==> config.mk <==
export PLATFORM = sky130hd
export DESIGN_NAME = pm1_controller_flat
export DESIGN_NICKNAME = d
export VERILOG_FILES = /design/src/rtl/pm1_pkg.sv /design/src/rtl/pm1_controller_if.sv /design/src/rtl/pm1_watchdog.sv /design/src/rtl/pm1_controller.sv /design/src/flat_wrapper.sv
export SDC_FILE = /design/constraint.sdc
export NUM_CORES = 1
export LEC_CHECK = 0
export ABC_CLOCK_PERIOD_IN_PS = 4200
export CAP_MARGIN = 15
export CORE_AREA = 10 10 257 259
export CTS_CLUSTER_DIAMETER = 30
export DETAILED_ROUTE_END_ITERATION = 10
export DIE_AREA = 0 0 267 269
export PLACE_DENSITY = 0.66
export SETUP_SLACK_MARGIN = 0.4
export SLEW_MARGIN = 25
export SYNTH_ARGS = -nofsm -noshare
export SYNTH_HDL_FRONTEND = slang
export SYNTH_SLANG_ARGS = --single-unit
==> constraint.sdc <==
create_clock -name clk -period 4.2 [get_ports clk]
set_clock_uncertainty 0.05 [all_clocks]
set_input_delay 0.84 -clock clk [delete_from_list [all_inputs] [get_ports clk]]
set_output_delay 0.84 -clock clk [all_outputs]
set_load 0.02 [all_outputs]
==> src/rtl/pm1_pkg.sv <==
// Shared widths, FSM state encoding and fail-reason codes for the Pollard p-1 sequencer.
package pm1_pkg;

    localparam int N_W = 64;
    localparam int E_W = 65;
    localparam int B_W = 8;

    localparam logic [B_W-1:0] BOUND_MAX = '1;

    typedef enum logic [3:0] {
        ST_IDLE,
        ST_CHECK,
        ST_EF_REQ,
        ST_EF_WAIT,
        ST_ME_REQ,
        ST_ME_WAIT,
        ST_GD_REQ,
        ST_GD_WAIT,
        ST_DECIDE,
        ST_DONE
    } pm1_state_e;

    typedef enum logic [2:0] {
        FR_NONE,
        FR_TRIVIAL,
        FR_BOUND_EXHAUSTED,
        FR_BASES_EXHAUSTED,
        FR_TIMEOUT
    } pm1_fail_e;

endpackage

==> src/rtl/pm1_controller_if.sv <==
// Handshake bundle between the p-1 sequencer and its e_finder, modexp and gcd units.
interface pm1_controller_if;
    import pm1_pkg::*;

    logic           ef_start;
    logic [B_W-1:0] ef_boundary;
    logic [E_W-1:0] ef_e;
    logic           ef_done;

    logic           me_start;
    logic [N_W-1:0] me_base;
    logic [E_W-1:0] me_exp;
    logic [N_W-1:0] me_mod;
    logic [N_W-1:0] me_result;
    logic           me_done;

    logic           gd_start;
    logic [N_W-1:0] gd_a;
    logic [N_W-1:0] gd_b;
    logic [N_W-1:0] gd_result;
    logic           gd_done;

    modport master (
        output ef_start, ef_boundary, input ef_e, ef_done,
        output me_start, me_base, me_exp, me_mod, input me_result, me_done,
        output gd_start, gd_a, gd_b, input gd_result, gd_done
    );

    modport slave (
        input ef_start, ef_boundary, output ef_e, ef_done,
        input me_start, me_base, me_exp, me_mod, output me_result, me_done,
        input gd_start, gd_a, gd_b, output gd_result, gd_done
    );

endinterface

==> src/rtl/pm1_watchdog.sv <==
// Wait-state cycle counter for the p-1 sequencer; only built when PM1_TIMEOUT_EN is defined.
`ifdef PM1_TIMEOUT_EN
module pm1_watchdog #(
    parameter int TIMEOUT_CYCLES = 65535
) (
    input  logic clk,
    input  logic rst_n,
    input  logic i_clear,
    input  logic i_count,
    output logic o_expired
);

    localparam int CNT_W = $clog2(TIMEOUT_CYCLES + 1);

    logic [CNT_W-1:0] r_cnt;

    // The count reaches TIMEOUT_CYCLES-1 during the last tolerated wait cycle.
    assign o_expired = i_count && (r_cnt == CNT_W'(TIMEOUT_CYCLES - 1));

    always_ff @(posedge clk or negedge rst_n) begin
        if (!rst_n) begin
            r_cnt <= '0;
        end else if (i_clear) begin
            r_cnt <= '0;
        end else if (i_count && !o_expired) begin
            r_cnt <= r_cnt + CNT_W'(1);
        end
    end

endmodule
`endif

==> src/rtl/pm1_controller.sv <==
// Pollard p-1 sequencer: g = gcd(a^e - 1 mod n, n), then report, widen the bound or change base.
// Optional wait-state watchdog and timeout port enabled by PM1_TIMEOUT_EN.
module pm1_controller
    import pm1_pkg::*;
#(
    parameter int MAX_BASES = 4
`ifdef PM1_TIMEOUT_EN
    , parameter int TIMEOUT_CYCLES = 65535
`endif
) (
    input  logic            clk,
    input  logic            rst_n,
    input  logic            start,
    input  logic [N_W-1:0]  n_in,
    input  logic [B_W-1:0]  bound_init,
    input  logic [B_W-1:0]  bound_step,
    output logic            busy,
    output logic            done,
    output logic            found,
    output logic [N_W-1:0]  factor,
`ifdef PM1_TIMEOUT_EN
    output logic            timeout,
`endif
    pm1_controller_if.master bus
);

    pm1_state_e     r_state, w_next;
    pm1_fail_e      r_reason;
    logic [N_W-1:0] r_n, r_a, r_d, r_g, r_factor;
    logic [E_W-1:0] r_e;
    logic [B_W-1:0] r_bound, r_step;
    logic [7:0]     r_base_cnt;
    logic           r_done, r_busy;

    logic w_n_small, w_n_even, w_g_proper, w_g_one, w_bound_top, w_bases_out, w_x_one;
    logic w_wd_hit;

    function automatic logic [B_W-1:0] sat_add_bound(input logic [B_W-1:0] b,
                                                     input logic [B_W-1:0] s);
        logic [B_W:0] sum;
        sum = {1'b0, b} + {1'b0, (s == '0) ? B_W'(1) : s};
        return sum[B_W] ? BOUND_MAX : sum[B_W-1:0];
    endfunction

    assign w_n_small   = r_n < N_W'(4);
    assign w_n_even    = ~r_n[0];
    assign w_g_proper  = (r_g > N_W'(1)) && (r_g < r_n);
    assign w_g_one     = r_g == N_W'(1);
    assign w_bound_top = r_bound == BOUND_MAX;
    assign w_bases_out = (r_base_cnt + 8'd1) == 8'(MAX_BASES);
    assign w_x_one     = bus.me_result == N_W'(1);

`ifdef PM1_TIMEOUT_EN
    logic w_in_req, w_in_wait;
    assign w_in_req  = (r_state == ST_EF_REQ) || (r_state == ST_ME_REQ) || (r_state == ST_GD_REQ);
    assign w_in_wait = (r_state == ST_EF_WAIT) || (r_state == ST_ME_WAIT) || (r_state == ST_GD_WAIT);

    pm1_watchdog #(.TIMEOUT_CYCLES(TIMEOUT_CYCLES)) u_watchdog (
        .clk       (clk),
        .rst_n     (rst_n),
        .i_clear   (w_in_req),
        .i_count   (w_in_wait),
        .o_expired (w_wd_hit)
    );

    assign timeout = r_done && (r_reason == FR_TIMEOUT);
`else
    assign w_wd_hit = 1'b0;
`endif

    // Starts decode straight from state so an async reset removes them immediately.
    assign bus.ef_start    = (r_state == ST_EF_REQ);
    assign bus.ef_boundary = r_bound;
    assign bus.me_start    = (r_state == ST_ME_REQ);
    assign bus.me_base     = r_a;
    assign bus.me_exp      = r_e;
    assign bus.me_mod      = r_n;
    assign bus.gd_start    = (r_state == ST_GD_REQ);
    assign bus.gd_a        = r_d;
    assign bus.gd_b        = r_n;

    assign busy   = r_busy;
    assign done   = r_done;
    assign found  = r_done && (r_reason == FR_NONE);
    assign factor = r_factor;

    always_ff @(posedge clk or negedge rst_n) begin
        if (!rst_n) r_state <= ST_IDLE;
        else        r_state <= w_next;
    end

    always_comb begin
        w_next = r_state;
        unique case (r_state)
            ST_IDLE:    if (start) w_next = ST_CHECK;
            ST_CHECK:   w_next = (w_n_small || w_n_even) ? ST_DONE : ST_EF_REQ;
            ST_EF_REQ:  w_next = ST_EF_WAIT;
            ST_EF_WAIT: begin
                if (bus.ef_done)   w_next = ST_ME_REQ;
                else if (w_wd_hit) w_next = ST_DONE;
            end
            ST_ME_REQ:  w_next = ST_ME_WAIT;
            ST_ME_WAIT: begin
                if (bus.me_done)   w_next = w_x_one ? ST_DECIDE : ST_GD_REQ;
                else if (w_wd_hit) w_next = ST_DONE;
            end
            ST_GD_REQ:  w_next = ST_GD_WAIT;
            ST_GD_WAIT: begin
                if (bus.gd_done)   w_next = ST_DECIDE;
                else if (w_wd_hit) w_next = ST_DONE;
            end
            ST_DECIDE: begin
                if (w_g_proper)   w_next = ST_DONE;
                else if (w_g_one) w_next = w_bound_top ? ST_DONE : ST_EF_REQ;
                else              w_next = w_bases_out ? ST_DONE : ST_ME_REQ;
            end
            ST_DONE:    w_next = ST_IDLE;
            default:    w_next = ST_IDLE;
        endcase
    end

    always_ff @(posedge clk or negedge rst_n) begin
        if (!rst_n) begin
            r_n        <= '0;
            r_a        <= '0;
            r_d        <= '0;
            r_g        <= '0;
            r_e        <= '0;
            r_factor   <= '0;
            r_bound    <= '0;
            r_step     <= '0;
            r_base_cnt <= '0;
            r_reason   <= FR_NONE;
            r_done     <= 1'b0;
            r_busy     <= 1'b0;
        end else begin
            unique case (r_state)
                ST_IDLE: if (start) begin
                    r_n        <= n_in;
                    r_bound    <= bound_init;
                    r_step     <= bound_step;
                    r_a        <= N_W'(2);
                    r_base_cnt <= '0;
                    r_factor   <= '0;
                    r_reason   <= FR_NONE;
                    r_done     <= 1'b0;
                    r_busy     <= 1'b1;
                end
                ST_CHECK: begin
                    if (w_n_small)     r_reason <= FR_TRIVIAL;
                    else if (w_n_even) r_factor <= N_W'(2);
                end
                ST_EF_WAIT: begin
                    if (bus.ef_done)            r_e      <= bus.ef_e;
                    else if (w_next == ST_DONE) r_reason <= FR_TIMEOUT;
                end
                ST_ME_WAIT: begin
                    if (bus.me_done) begin
                        // x == 1 means gcd(0, n) = n, so the gcd unit is skipped.
                        if (w_x_one)                   r_g <= r_n;
                        else if (bus.me_result == '0)  r_d <= r_n - N_W'(1);
                        else                           r_d <= bus.me_result - N_W'(1);
                    end else if (w_next == ST_DONE) begin
                        r_reason <= FR_TIMEOUT;
                    end
                end
                ST_GD_WAIT: begin
                    if (bus.gd_done)            r_g      <= bus.gd_result;
                    else if (w_next == ST_DONE) r_reason <= FR_TIMEOUT;
                end
                ST_DECIDE: begin
                    if (w_g_proper) begin
                        r_factor <= r_g;
                    end else if (w_g_one) begin
                        if (w_bound_top) r_reason <= FR_BOUND_EXHAUSTED;
                        else             r_bound  <= sat_add_bound(r_bound, r_step);
                    end else begin
                        r_base_cnt <= r_base_cnt + 8'd1;
                        if (w_bases_out) r_reason <= FR_BASES_EXHAUSTED;
                        else             r_a      <= r_a + N_W'(1);
                    end
                end
                default: ;
            endcase

            if (w_next == ST_DONE) begin
                r_done <= 1'b1;
                r_busy <= 1'b0;
            end
        end
    end

endmodule
==> src/flat_wrapper.sv <==
// flat-port wrapper written by rule: the top's interface ports become plain ports
module pm1_controller_flat import pm1_pkg::*;
#(
    parameter int MAX_BASES = 4

)
  (clk, rst_n, start, n_in, bound_init, bound_step, busy, done, found, factor, bus_ef_start, bus_ef_boundary, bus_ef_e, bus_ef_done, bus_me_start, bus_me_base, bus_me_exp, bus_me_mod, bus_me_result, bus_me_done, bus_gd_start, bus_gd_a, bus_gd_b, bus_gd_result, bus_gd_done);
  pm1_controller_if bus_i ();
  input  logic clk;
  input  logic rst_n;
  input  logic start;
  input  logic [N_W-1:0] n_in;
  input  logic [B_W-1:0] bound_init;
  input  logic [B_W-1:0] bound_step;
  output logic busy;
  output logic done;
  output logic found;
  output logic [N_W-1:0] factor;
  output wire logic [$bits(bus_i.ef_start)-1:0] bus_ef_start;
  output wire logic [$bits(bus_i.ef_boundary)-1:0] bus_ef_boundary;
  input wire logic [$bits(bus_i.ef_e)-1:0] bus_ef_e;
  input wire logic [$bits(bus_i.ef_done)-1:0] bus_ef_done;
  output wire logic [$bits(bus_i.me_start)-1:0] bus_me_start;
  output wire logic [$bits(bus_i.me_base)-1:0] bus_me_base;
  output wire logic [$bits(bus_i.me_exp)-1:0] bus_me_exp;
  output wire logic [$bits(bus_i.me_mod)-1:0] bus_me_mod;
  input wire logic [$bits(bus_i.me_result)-1:0] bus_me_result;
  input wire logic [$bits(bus_i.me_done)-1:0] bus_me_done;
  output wire logic [$bits(bus_i.gd_start)-1:0] bus_gd_start;
  output wire logic [$bits(bus_i.gd_a)-1:0] bus_gd_a;
  output wire logic [$bits(bus_i.gd_b)-1:0] bus_gd_b;
  input wire logic [$bits(bus_i.gd_result)-1:0] bus_gd_result;
  input wire logic [$bits(bus_i.gd_done)-1:0] bus_gd_done;
  assign bus_ef_start = bus_i.ef_start;
  assign bus_ef_boundary = bus_i.ef_boundary;
  assign bus_i.ef_e = bus_ef_e;
  assign bus_i.ef_done = bus_ef_done;
  assign bus_me_start = bus_i.me_start;
  assign bus_me_base = bus_i.me_base;
  assign bus_me_exp = bus_i.me_exp;
  assign bus_me_mod = bus_i.me_mod;
  assign bus_i.me_result = bus_me_result;
  assign bus_i.me_done = bus_me_done;
  assign bus_gd_start = bus_i.gd_start;
  assign bus_gd_a = bus_i.gd_a;
  assign bus_gd_b = bus_i.gd_b;
  assign bus_i.gd_result = bus_gd_result;
  assign bus_i.gd_done = bus_gd_done;
  pm1_controller #(.MAX_BASES(MAX_BASES)) u_core (.clk(clk), .rst_n(rst_n), .start(start), .n_in(n_in), .bound_init(bound_init), .bound_step(bound_step), .busy(busy), .done(done), .found(found), .factor(factor), .bus(bus_i));
endmodule
==> results of run 1 <==
## cells by family after synthesis
| family | count (synthesis) | share of synthesized area |
|---|---|---|
| buffers and inverters | 271 | 0.0587 |
| XOR/XNOR | 117 | 0.0450 |
| AND/OR/NAND/NOR | 706 | 0.159 |
| AO/OA/AOI/OAI | 492 | 0.132 |
| multiplexers | 210 | 0.104 |
| adder cells (fa/ha/maj) | 77 | 0.0426 |
| flip-flops | 418 | 0.459 |
## worst max-delay path: stages
cell                              delay [ns]
sky130_fd_sc_hd__clkdlybuf4s50_1        0.42
sky130_fd_sc_hd__or4_1                  0.60
sky130_fd_sc_hd__or3_4                  0.38
sky130_fd_sc_hd__nor3_4                 0.13
sky130_fd_sc_hd__nand2_1                0.15
sky130_fd_sc_hd__nor4_4                 0.23
sky130_fd_sc_hd__buf_4                  0.17
sky130_fd_sc_hd__and3_2                 0.23
sky130_fd_sc_hd__a22o_1                 0.17
sky130_fd_sc_hd__and2b_4                0.25
sky130_fd_sc_hd__buf_12                 0.19
sky130_fd_sc_hd__mux2_1                 0.35
## layout make-up
type	count	share of cell area
well taps	790	0.0285
clock inverters	60	0.0254
flip-flops and latches	418	0.302
repair buffers	796	0.226
clock buffers	146	0.0889
inverters	88	0.00952
diodes	10	0.000721
multi-input cells	1602	0.319
## where the power goes
part           switching, mW  internal, mW
Sequential              1.71          5.51
Clock                   2.68          6.19
Combinational           6.47          5.13
Total                   10.9          16.8
## timing repair
item / CTS / global route
pin swaps: 0 / 2
buffers inserted: 0 / 3
setup endpoints to repair: 118 / 125
hold buffers: 0 / 0
gates resized for setup: 6 / 14
## path summary, 6_finish.rpt
| kind | start | end | slack [ns] |
|---|---|---|---|
| worst max-delay path | bus_me_result[44] | u_core.r_g[56] | 0.49 |
| worst min-delay path | rst_n | u_core.bus.me_exp[11] | 0.14 |
| worst max register to register | u_core.bus.gd_b[58] | u_core.bus.me_base[39] | 0.54 |
| worst min register to register | u_core.bus.gd_a[45] | u_core.bus.gd_a[45] | 0.42 |
| max in group asynchronous | rst_n | u_core.r_g[45] | 2.93 |
| min in group clk | u_core.bus.gd_a[45] | u_core.bus.gd_a[45] | 0.42 |
## cells in the final DEF (no fill, tap or decap), types with 76 or more instances in the layout
cell type / instances
sky130_fd_sc_hd__xnor2_1: 79
sky130_fd_sc_hd__a21oi_1: 103
sky130_fd_sc_hd__buf_4: 105
sky130_fd_sc_hd__clkbuf_16: 109
sky130_fd_sc_hd__mux2_2: 148
sky130_fd_sc_hd__clkdlybuf4s50_1: 676
sky130_fd_sc_hd__inv_1: 88
sky130_fd_sc_hd__nor2_1: 100
sky130_fd_sc_hd__o21ai_0: 207
sky130_fd_sc_hd__dfrtp_1: 412
sky130_fd_sc_hd__ha_1: 76
sky130_fd_sc_hd__nand2_1: 251
## routing by layer
| metal | wire length [um] | up-vias |
|---|---|---|
| met4 | 3280 | 10 |
| li1 | - | 9690 |
| met3 | 9840 | 192 |
| met2 | 49100 | 960 |
| met5 | 71 | - |
| met1 | 38600 | 10600 |
## sequential cells by signal (all words and copies together), names as in the netlist, 3 cells and up
| name | flops |
|---|---|
| u_core.bus.gd_a | 64 |
| u_core.r_state | 4 |
| u_core.bus.me_base | 64 |
| u_core.factor | 64 |
| u_core.r_reason | 3 |
| u_core.r_base_cnt | 8 |
| u_core.r_g | 64 |
| u_core.bus.me_exp | 65 |
| u_core.r_step | 8 |
| u_core.bus.ef_boundary | 8 |
| u_core.bus.gd_b | 64 |
## metrics by stage
step | hold WS (ns) | setup slack (ns) | instances | utilization | instance area (sq um)
detailed placement | 0.420 | -0.125 | 3691 | 0.502 | 30600
floorplan | 0.398 | 0.644 | 2291 | - | 22800
global placement | 0.415 | -0.120 | 3691 | 0.502 | 30600
CTS | 0.159 | 0.407 | 3897 | 0.567 | 34600
finish | 0.143 | 0.492 | 3910 | 0.569 | 34700
global route | 0.168 | 0.391 | 3909 | 0.569 | 34700
==> results.md, run 1 <==
| Result | This run | Unit |
| --- | --- | --- |
| Most congested layer reported by global routing | met2 | - |
| Die boundary height | 269 | um |
| Clock Path Buffers | 3 | - |
| Peak supply drop | 0.457 | mV |
| Total of buffers placed on input and output ports | 677 | - |
| Fin. max-slew vios | 0 | - |
| Routed length per placed instance | 25.8 | um |
| Count of fill cells added during filler insertion | 5,215 | - |
| Total leakage power | 14.8 | nW |
| Cell type with the largest total area after synthesis | sky130_fd_sc_hd__dfrtp_1 | - |
| CTS tree | yes | - |
| Number of setup violations in the final report | 0 | - |
| Register area | 10,500 | sq um |
| Vias per cell | 5.48 | - |
| Full die area | 71,800 | sq um |
| Setup repair after global routing missed its margin | yes | - |
| CORE AREA | 61,000 | sq um |
| Post-synth cell types | 67 | - |
| Setup tns final | 0 | ns |
| Grt met3 use | 0.0875 | - |
| Insertion delay of the later-clocked pin in the worst-skew pair | 0.66 | ns |
| Number of antenna violations at the first check in global routing | 17 | - |
| # IOs | 678 | - |
| Global placement routability congestion | 0.967 | - |
| Number of global-route vias before repair | 22,300 | - |
| Number of nets with antenna violations after detailed routing | 0 | - |
| Data arrival, critical path | 4.14 | ns |
| Met2 GRT Util | 0.452 | - |
| Wire length of the first global-routing pass | 147,000 | um |
| Number of enable flip-flop cells after synthesis | 0 | - |
| Class of the tightest hold or removal check | input pin to async pin | - |
| Post-Syn Nets | 2,647 | - |
| Total wire length | 101,000 | um |
| Number of clock sinks | 418 | - |
| Starting density of the core | 0.373 | - |
| Biggest area contributors in the synthesized netlist | sky130_fd_sc_hd__dfrtp_1 (46%), sky130_fd_sc_hd__mux2_2 (7.3%), sky130_fd_sc_hd__o21ai_0 (4.6%) | - |
| Largest net degree at the start of global routing | 131 | - |
| Share of the synthesized area in the top cell type | 0.459 | - |
| Highest achievable clock rate | 0.270 | GHz |
| Worst-case reg-to-reg path depth | 13 | - |
| Synth-to-Final Area Change | 52.4 | % |
| Clock Pin Slew Worst Setup and Hold Paths | 0.04 | ns |
| Fraction of final layout cells with drive strength greater than 1 | 0.164 | - |
| Met1 track utilization from global routing | 0.318 | - |
| Multi-input logic area | 11,100 | sq um |
| Sequential-to-total area share from yosys stat | 0.459 | - |
| Transition at the pin with the smallest max-transition slack | 0.899 | ns |
| Start-to-end type of the worst setup path | input pin to register | - |
| Period minus WS final | 3.71 | ns |
| Total design power | 27.7 | mW |
| Startpoint kind of the worst setup timing path | input pin | - |
| Worst max-slew margin expressed relative to the limit | 0.401 | - |
| Synth Register Bits | 418 | - |
| Residual DRC | 0 | - |
| Post-synth design cell area | 22,800 | sq um |
| Post-synth ARST share | 1.00 | - |
| NumNets Final | 3,371 | - |
| TritonCTS buffer count | 109 | - |
| Worst-path maximum fanout | 18 | - |
| Clock root buffer master | sky130_fd_sc_hd__clkbuf_16 | - |
| Result of the run | finished clean | - |
| Final Hold Vio Count | 0 | - |
| Overall die width | 267 | um |
| H-tree lvl count | 3 | - |
| Final Cycle Share | 0.883 | - |
| Endpoint required time on the critical path | 4.63 | ns |
| First-pass detailed-route iteration total | 7 | - |
| Crit end category | register | - |
| Number of DRC violations after detailed-routing iteration 0 | 1,683 | - |
| Mean area per synthesized cell | 9.94 | sq um |
| Total grt overflow | 0 | - |
| Post-synthesis instance total | 2,291 | - |
| Placed wire-length estimate | 78,800 | um |
| Ys flop type | sky130_fd_sc_hd__dfrtp_1 | - |
| Total number of placement rows | 91 | - |
| Power density over cell area | 798 | nW/um^2 |
| GRT Resource Usage Total | 0.270 | - |
| Vias after detailed routing | 21,400 | - |
| Commonest cells post-synth | sky130_fd_sc_hd__dfrtp_1 (418), sky130_fd_sc_hd__nand2_1 (252), sky130_fd_sc_hd__o21ai_0 (208), sky130_fd_sc_hd__mux2_2 (148), sky130_fd_sc_hd__a21oi_1 (103) | - |
| Maxcap violations | 0 | - |
| Number of warnings printed during yosys synthesis | 0 | - |
| Dominant cell by count in the synthesized netlist | sky130_fd_sc_hd__dfrtp_1 | - |
No activity file was read; power rests on OpenSTA's default activity.
==> run 2, diff against run 1 <==
--- a/config.mk
+++ b/config.mk
@@ -13,7 +13,6 @@
 export DIE_AREA = 0 0 267 269
 export PLACE_DENSITY = 0.66
 export SETUP_SLACK_MARGIN = 0.4
-export SLEW_MARGIN = 25
 export SYNTH_ARGS = -nofsm -noshare
 export SYNTH_HDL_FRONTEND = slang
 export SYNTH_SLANG_ARGS = --single-unit
==> results of run 2 <==
Same layout as run 1: the final DEF is identical, and so are final timing and power.
